$ cat src/rtl/v_issue_ctrl.sv
// v_issue_ctrl: issue FSM handing one vector instruction at a time to its functional unit.
// Parameter TIMEOUT_CYC (2..255): WAIT cycles without done before the instruction is aborted.
// Optional macro V_ISSUE_PERF_EN builds the perf counters; otherwise perf outputs are tied to 0.
// Ports:
//   clk, nrst (sync active-low)
//   instr_valid/instr_ready, instr, unit_sel, wr_en_req : instruction offer from the base core
//   start[4:0] / done[4:0] : one-hot unit handshake (valu, vmul, vred, vsldu, vlsu)
//   instr_q : latched instruction; vconfig_wr_en, wb_en : one-cycle pulses
//   busy, timeout_err (sticky), perf_instr_cnt, perf_stall_cnt
module v_issue_ctrl #(
  parameter int unsigned TIMEOUT_CYC = 64
) (
  input  logic        clk,
  input  logic        nrst,
  input  logic        instr_valid,
  output logic        instr_ready,
  input  logic [31:0] instr,
  input  logic [2:0]  unit_sel,
  input  logic        wr_en_req,
  output logic [4:0]  start,
  input  logic [4:0]  done,
  output logic [31:0] instr_q,
  output logic        vconfig_wr_en,
  output logic        wb_en,
  output logic        busy,
  output logic        timeout_err,
  output logic [31:0] perf_instr_cnt,
  output logic [31:0] perf_stall_cnt
);
  typedef enum logic [1:0] {IDLE, ISSUE, WAIT, WB} state_t;
  state_t      state, state_nx;
  logic [2:0]  sel_q;
  logic        wr_q;
  logic [7:0]  wait_cnt;
  logic        unit_ok;
  logic [4:0]  unit_oh;
  logic        done_hit;
  logic        tmo;
  assign unit_ok  = (sel_q != 3'd0) && (sel_q < 3'd6);
  assign unit_oh  = unit_ok ? 5'b00001 << (sel_q - 3'd1) : 5'b00000;
  // only the issued unit's done bit counts, and only while waiting
  assign done_hit = |(done & unit_oh);
  assign tmo      = wait_cnt == 8'(TIMEOUT_CYC - 1);
  always_ff @(posedge clk) begin
    if (!nrst) state <= IDLE;
    else       state <= state_nx;
  end
  always_comb begin
    state_nx = state == IDLE  ? (instr_valid ? ISSUE : IDLE) :
               state == ISSUE ? (unit_ok ? WAIT : IDLE) :
               state == WAIT  ? (done_hit ? WB : tmo ? IDLE : WAIT) :
                                IDLE;
  end
  always_comb begin
    instr_ready   = state == IDLE;
    busy          = state != IDLE;
    start         = state == ISSUE ? unit_oh : 5'b00000;
    vconfig_wr_en = (state == ISSUE) && (sel_q == 3'd0);
    wb_en         = (state == WB) && wr_q;
  end
  always_ff @(posedge clk) begin
    if (!nrst) begin
      instr_q     <= '0;
      sel_q       <= '0;
      wr_q        <= 1'b0;
      wait_cnt    <= '0;
      timeout_err <= 1'b0;
    end else begin
      if (state == IDLE && instr_valid) begin
        instr_q <= instr;
        sel_q   <= unit_sel;
        wr_q    <= wr_en_req;
      end
      if (state == ISSUE)     wait_cnt <= '0;
      else if (state == WAIT) wait_cnt <= wait_cnt + 8'd1;
      // done on the final WAIT cycle takes priority over the abort
      if (state == WAIT && !done_hit && tmo) timeout_err <= 1'b1;
    end
  end
`ifdef V_ISSUE_PERF_EN
  logic [31:0] instr_cnt, stall_cnt;
  always_ff @(posedge clk) begin
    if (!nrst) begin
      instr_cnt <= '0;
      stall_cnt <= '0;
    end else begin
      instr_cnt <= instr_cnt + 32'((state == WB) || vconfig_wr_en);
      stall_cnt <= stall_cnt + 32'(state == WAIT);
    end
  end
  assign perf_instr_cnt = instr_cnt;
  assign perf_stall_cnt = stall_cnt;
`else
  assign perf_instr_cnt = '0;
  assign perf_stall_cnt = '0;
`endif
endmodule

$ cat config.mk
export PLATFORM = sky130hd
export DESIGN_NAME = v_issue_ctrl
export DESIGN_NICKNAME = d
export VERILOG_FILES = /design/src/rtl/v_issue_ctrl.sv
export SDC_FILE = /design/constraint.sdc
export NUM_CORES = 1
export LEC_CHECK = 0
export ABC_AREA = 0
export BUFFER_PORTS_ARGS = -buffer_cell sky130_fd_sc_hd__clkbuf_2
export CORE_MARGIN = 8
export CORE_UTILIZATION = 30
export CTS_CLUSTER_DIAMETER = 80
export DETAILED_ROUTE_END_ITERATION = 16
export PLACE_DENSITY = 0.58
export SLEW_MARGIN = 0
export SYNTH_ARGS = -nofsm -noshare
export SYNTH_HDL_FRONTEND = slang
export SYNTH_SLANG_ARGS = --single-unit
$ cat constraint.sdc
create_clock -name clk -period 2 [get_ports clk]
set_clock_uncertainty 0.2 [all_clocks]
set_input_delay 0.3 -clock clk [delete_from_list [all_inputs] [get_ports clk]]
set_output_delay 0.3 -clock clk [all_outputs]
set_load 0.01 [all_outputs]
== Word-level counts from Yosys, hierarchy flattened ==
Index checks and enable logic that the tools add are counted.

* $add $sub $neg: 2
* $lt $le $gt $ge: 1
* Equal/unequal tests: 4
* Shifts and indexed selects: 1
* Mux-type cells: 9
* Bitwise gates (word level): 2
* Reduce and logical (&&, ||, !) cells: 13

{| class="wikitable"
|+ Operators by type and width
! cell !! number
|-
| 2-bit two-way mux || 6
|-
| 5-bit two-way mux || 2
|-
| 8-bit by 1-bit adder with 8-bit output (second input constant) || 1
|-
| 8-bit by 6-bit equality test with 1-bit output (second input constant) || 1
|-
| 1-bit logical AND || 6
|-
| 5-bit AND || 1
|-
| 5-bit OR reduction || 1
|-
| 1-bit by 3-bit << shifter with 5-bit output (first input constant) || 1
|-
| 2-bit equality test (second input constant) || 2
|-
| 3-bit logical NOT || 1
|-
| 3-bit less-than comparator (second input constant) || 1
|-
| 3-bit nonzero test || 1
|-
| 3-bit by 1-bit subtractor with 3-bit output (second input constant) || 1
|-
| 2-bit by 1-bit equality test with 1-bit output (second input constant) || 1
|-
| 2-bit logical NOT || 1
|-
| 2-bit nonzero test || 1
|-
| 2-bit OR reduction || 1
|-
| 1-bit logical NOT || 1
|-
| 1-bit two-way mux || 1
|-
| 1-bit NOT || 1
|}

* Register bits after elaboration: 47
* Bits of input ports: 44
* Output and inout port bits: 106
* Word-level logic and storage cells: 38

== Logic depth before layout (Yosys ltp) ==
* Word-level depth: 9
* Depth in mapped cells: 7
* Mapped depth without buffers: 6

== Least setup slack after synthesis ==
Ideal clock, no wire load.

* Path type: register to output
* Start: register sel_q[2]
* End: output port start[1]
* Arrival: 1.328 ns
* Data required time: 1.500 ns
* Path slack: 0.172 ns
* Stages on the path, launching flop included: 6
* Buffers on the path: 0
* Path through: dfxtp_1 -> inv_1 -> ha_1 -> nand2_1 -> nor3b_2 -> nor2b_1

* Cells in the longest elaborated chain, start to end: 4
* Elaborated cells on any way between the ends: 7
* Classes of those cells: add/sub: 1; order compare: 1; shift: 1; mux: 2; reduce/logical: 2

{| class="wikitable"
|+ Ends and longest elaborated chain
! item !! line !! text
|-
| start: declaration || 32 || <nowiki>logic [2:0] sel_q;</nowiki>
|-
| start signal: assignment || 71 || <nowiki>sel_q <= unit_sel;</nowiki>
|-
| 3-bit by 1-bit subtractor with 3-bit output, or another cell as far along || 40 || <nowiki>assign unit_oh = unit_ok ? 5'b00001 << (sel_q - 3'd1) : 5'b00000;</nowiki>
|-
| 1-bit by 3-bit << shifter with 5-bit output or 1-bit logical AND (tied branches) || 40, 39 ||
|-
| 5-bit two-way mux (*) || 40 ||
|-
| 5-bit two-way mux (*) || 57 || <nowiki>start = state == ISSUE ? unit_oh : 5'b00000;</nowiki>
|-
| end: declaration || 20 || <nowiki>output logic [4:0] start,</nowiki>
|}

Mark *: on every way between the ends. The rest lies on a longest branch, timed or not.

== Final worst setup path ==
* Start: register sel_q[1]
* End: output port start[1]

The elaborated chain is that of the path after synthesis.

==> metrics <==
GRT overflow=0; Die X=110.5 µm; Total Power=2.007 mW; fraction of registers with async set or reset after synthesis=0%; worst-case reg-to-reg path depth=7; Hold Crit Endpoint=instr_q[29]; Arr. time, crit path=1.51 ns; Starting Density=30.85%; endpoint type of the worst setup path=primary output; status=complete, but fails checks; final setup TNS=-0.007886 ns; # IOs=150; cell chain of the critical path=nor2_2 -> ha_4 -> nand2_4 -> nor3b_2 -> nor2b_2 -> buf_2; Setup CP Type=reg -> out; largest net degree at the start of global routing=36; Avg WL per Cell=12.23 µm; Period Utilization, post-route=100.4%; TritonCTS clock tree=built; Hold Crit Depth=3; post-synthesis cell area=2678 µm²; drt total wl=6.028 mm; clock latency on the worst-skew pair=0.29 ns; post-synthesis cell type count=36; top cell type's share of synthesized area=35.14%; Net Sw Frac=30.41%; dpl hpwl=4.717 mm; Port Buffers=85; max-slew violations=0; Largest stage delay, worst path=0.35 ns; Ant. Diodes=0; Die Ht=110.5 µm; Post-synth EDFFs=0; DRT Pass-1 Iters=3; dominant cell type by area after synthesis=dfxtp_1; Post-Syn Instances=300; crit start category=register; clock power share=27.7%; CTS buffer count=5; # rows=34; sequential power share=50.7%; final hold violation count=0; Area growth syn-to-layout=14.72%; average size of a mapped cell=8.925 µm²; slack of the worst reg-to-reg path=0.27 ns; reg2reg end=timeout_err; FMAX=0.4980 GHz; TritonCTS Sinks=47; Seq/Total Area, Yosys=35.14%; initial antenna violation count=0; Total Routing Usage GR=9.851%; Worst Hold Class=in -> reg; clk slew on worst S/H paths=0.09 ns; critical path required time=1.50 ns; commonest non-fill, non-tap cell in the layout=clkbuf_2; post-route ant nets=0; H-Tree Level Count=2; Via density=3.957; hold wc startpoint=instr[29]; failing checks=setup timing; Max clock buf depth=2; CTS Hold Bufs=0; share of layout cells above drive strength 1=45.19%; crit path time final=2.008 ns; number of global-route vias before repair=2181; CTS root buffer=clkbuf_8; Post-Layout Inst Area=3072 µm²; global placement routability congestion=0.7652; DP Cell Count=484; RSZ-0062 raised after global routing=true; core region area=8678 µm²; most frequent cells in the layout=clkbuf_2, conb_1, nand2_1; max-cap violations=0; CP max stage cell=dfxtp_2; Internal=1.397 mW; leakage=1.429 nW; top_reg_cell synth=dfxtp_1; largest cells by area after synthesis=dfxtp_1, buf_4, a21boi_2; Final setup viols=1; final cell count without fillers=493; global-route wire length before repair=10.42 mm; synth warn=0; drt drc=0; final setup margin=-0.007886 ns; Comb pwr share=21.7%; Vias=1951; Finished Core Util=35.39%; # nets final=430; VDD IR max=0.0002288 V; DR iter-0 viols=72; CP Max Fanout=3; Pwr per Cell Area=653.5 nW/µm²; net switching power=0.6104 mW; reg2reg start=sel_q[0]; area of the die=12200 µm²; DP Area=2943 µm²; Fill cells=916; number of synthesized register bits=47
==> cells by family (layout without fill, tap and decap cells) <==
logic type      after synthesis  count (layout)  share of synthesized area [%]
other cells                   1              64                         0.1401
compound gates               43              43                          15.84
buf+inv                      80             102                          22.34
fa+ha+maj                     2               2                         0.9344
mux                           2               2                         0.7477
flops                        47              47                          35.14
xor+xnor                      7               7                          2.290
simple gates                118             118                          22.57
==> critical path, delay by kind of cell (launching register included) <==
| kind | cells | cell delay (ns) |
|---|---|---|
| AND/OR/NAND/NOR | 4 | 0.45 |
| flip-flops | 1 | 0.35 |
| adder cells (fa/ha/maj) | 1 | 0.28 |
| buffers and inverters | 1 | 0.13 |
==> power groups by stage <==
stage	sequential, mW	clock [mW]	combinational [mW]
after floorplan	1.06	0	0.363
after global placement	1.04	0	0.417
after detailed placement	1.04	0	0.421
after CTS	1.02	0.587	0.434
after global routing	1.03	0.625	0.488
final	1.02	0.555	0.435
==> layout make-up <==
class / instances / area, µm² / area share [%]
well taps: 108 / 135.1 / 4.399
repair buffers: 92 / 490.5 / 15.97
multi-input cells: 236 / 1409 / 45.87
inverters: 2 / 7.507 / 0.2444
clock buffers: 5 / 68.82 / 2.240
clock inverters: 3 / 15.01 / 0.4888
flip-flops and latches: 47 / 945.9 / 30.79
==> synth_stat cells, types with 2 or more instances <==
master    count
nand2b_1      2
ha_1          2
dfxtp_1      47
nand2_1      52
and3_1        4
mux2i_1       2
inv_1         2
nand2_2      30
nor3_1        2
nor2b_1       3
nor2_1       11
a21boi_2     29
clkbuf_1      4
buf_4        65
nand4_1       4
buf_6         2
and2_1        3
a21oi_1       2
xor2_1        6
buf_8         3
buf_2         4
a21boi_1      7
==> timing repair <==
action                                  CTS  global route
endpoints found under the setup margin    3             4
gates resized for setup                   7             8
pin swaps                                 2             3
setup buffers                             1             0
==> metal layers <==
layer  part of all wire (%)  GRT usage (%)  routed length (µm)
met3                     11          5.195                 678
met4                   0.51          2.883                  31
met5                      0              0                   0
met2                     48          16.73                2889
met1                     40          10.30                2428
==> registers in the layout, indices dropped and copies added, names as in the netlist <==
register / cells
sel_q: 3
wr_q: 1
instr_q: 32
wait_cnt: 8
state: 2
timeout_err: 1
==> metrics by stage <==
step	hold WS, ns	setup WS (ns)
2_1_floorplan	0.2267	0.1718
3_3_place_gp	0.2424	0.1940
3_5_place_dp	0.2466	0.1694
4_1_cts	0.002019	0.009669
5_1_grt	0.006556	-0.08770
6_report	0.01397	-0.007886
==> worst max-delay path by stage <==
| stage | slack [ns] | endpoint | startpoint | depth (start not counted) |
|---|---|---|---|---|
| after floorplan | 0.17 | start[1] | sel_q[2] | 5 |
| after global placement | 0.19 | start[1] | sel_q[2] | 6 |
| after detailed placement | 0.17 | start[1] | sel_q[2] | 6 |
| after CTS | 0.01 | start[1] | sel_q[2] | 6 |
| after global routing | -0.09 | start[1] | sel_q[1] | 6 |
| final | -0.008 | start[1] | sel_q[1] | 6 |
(Power assumes the default switching activity.)
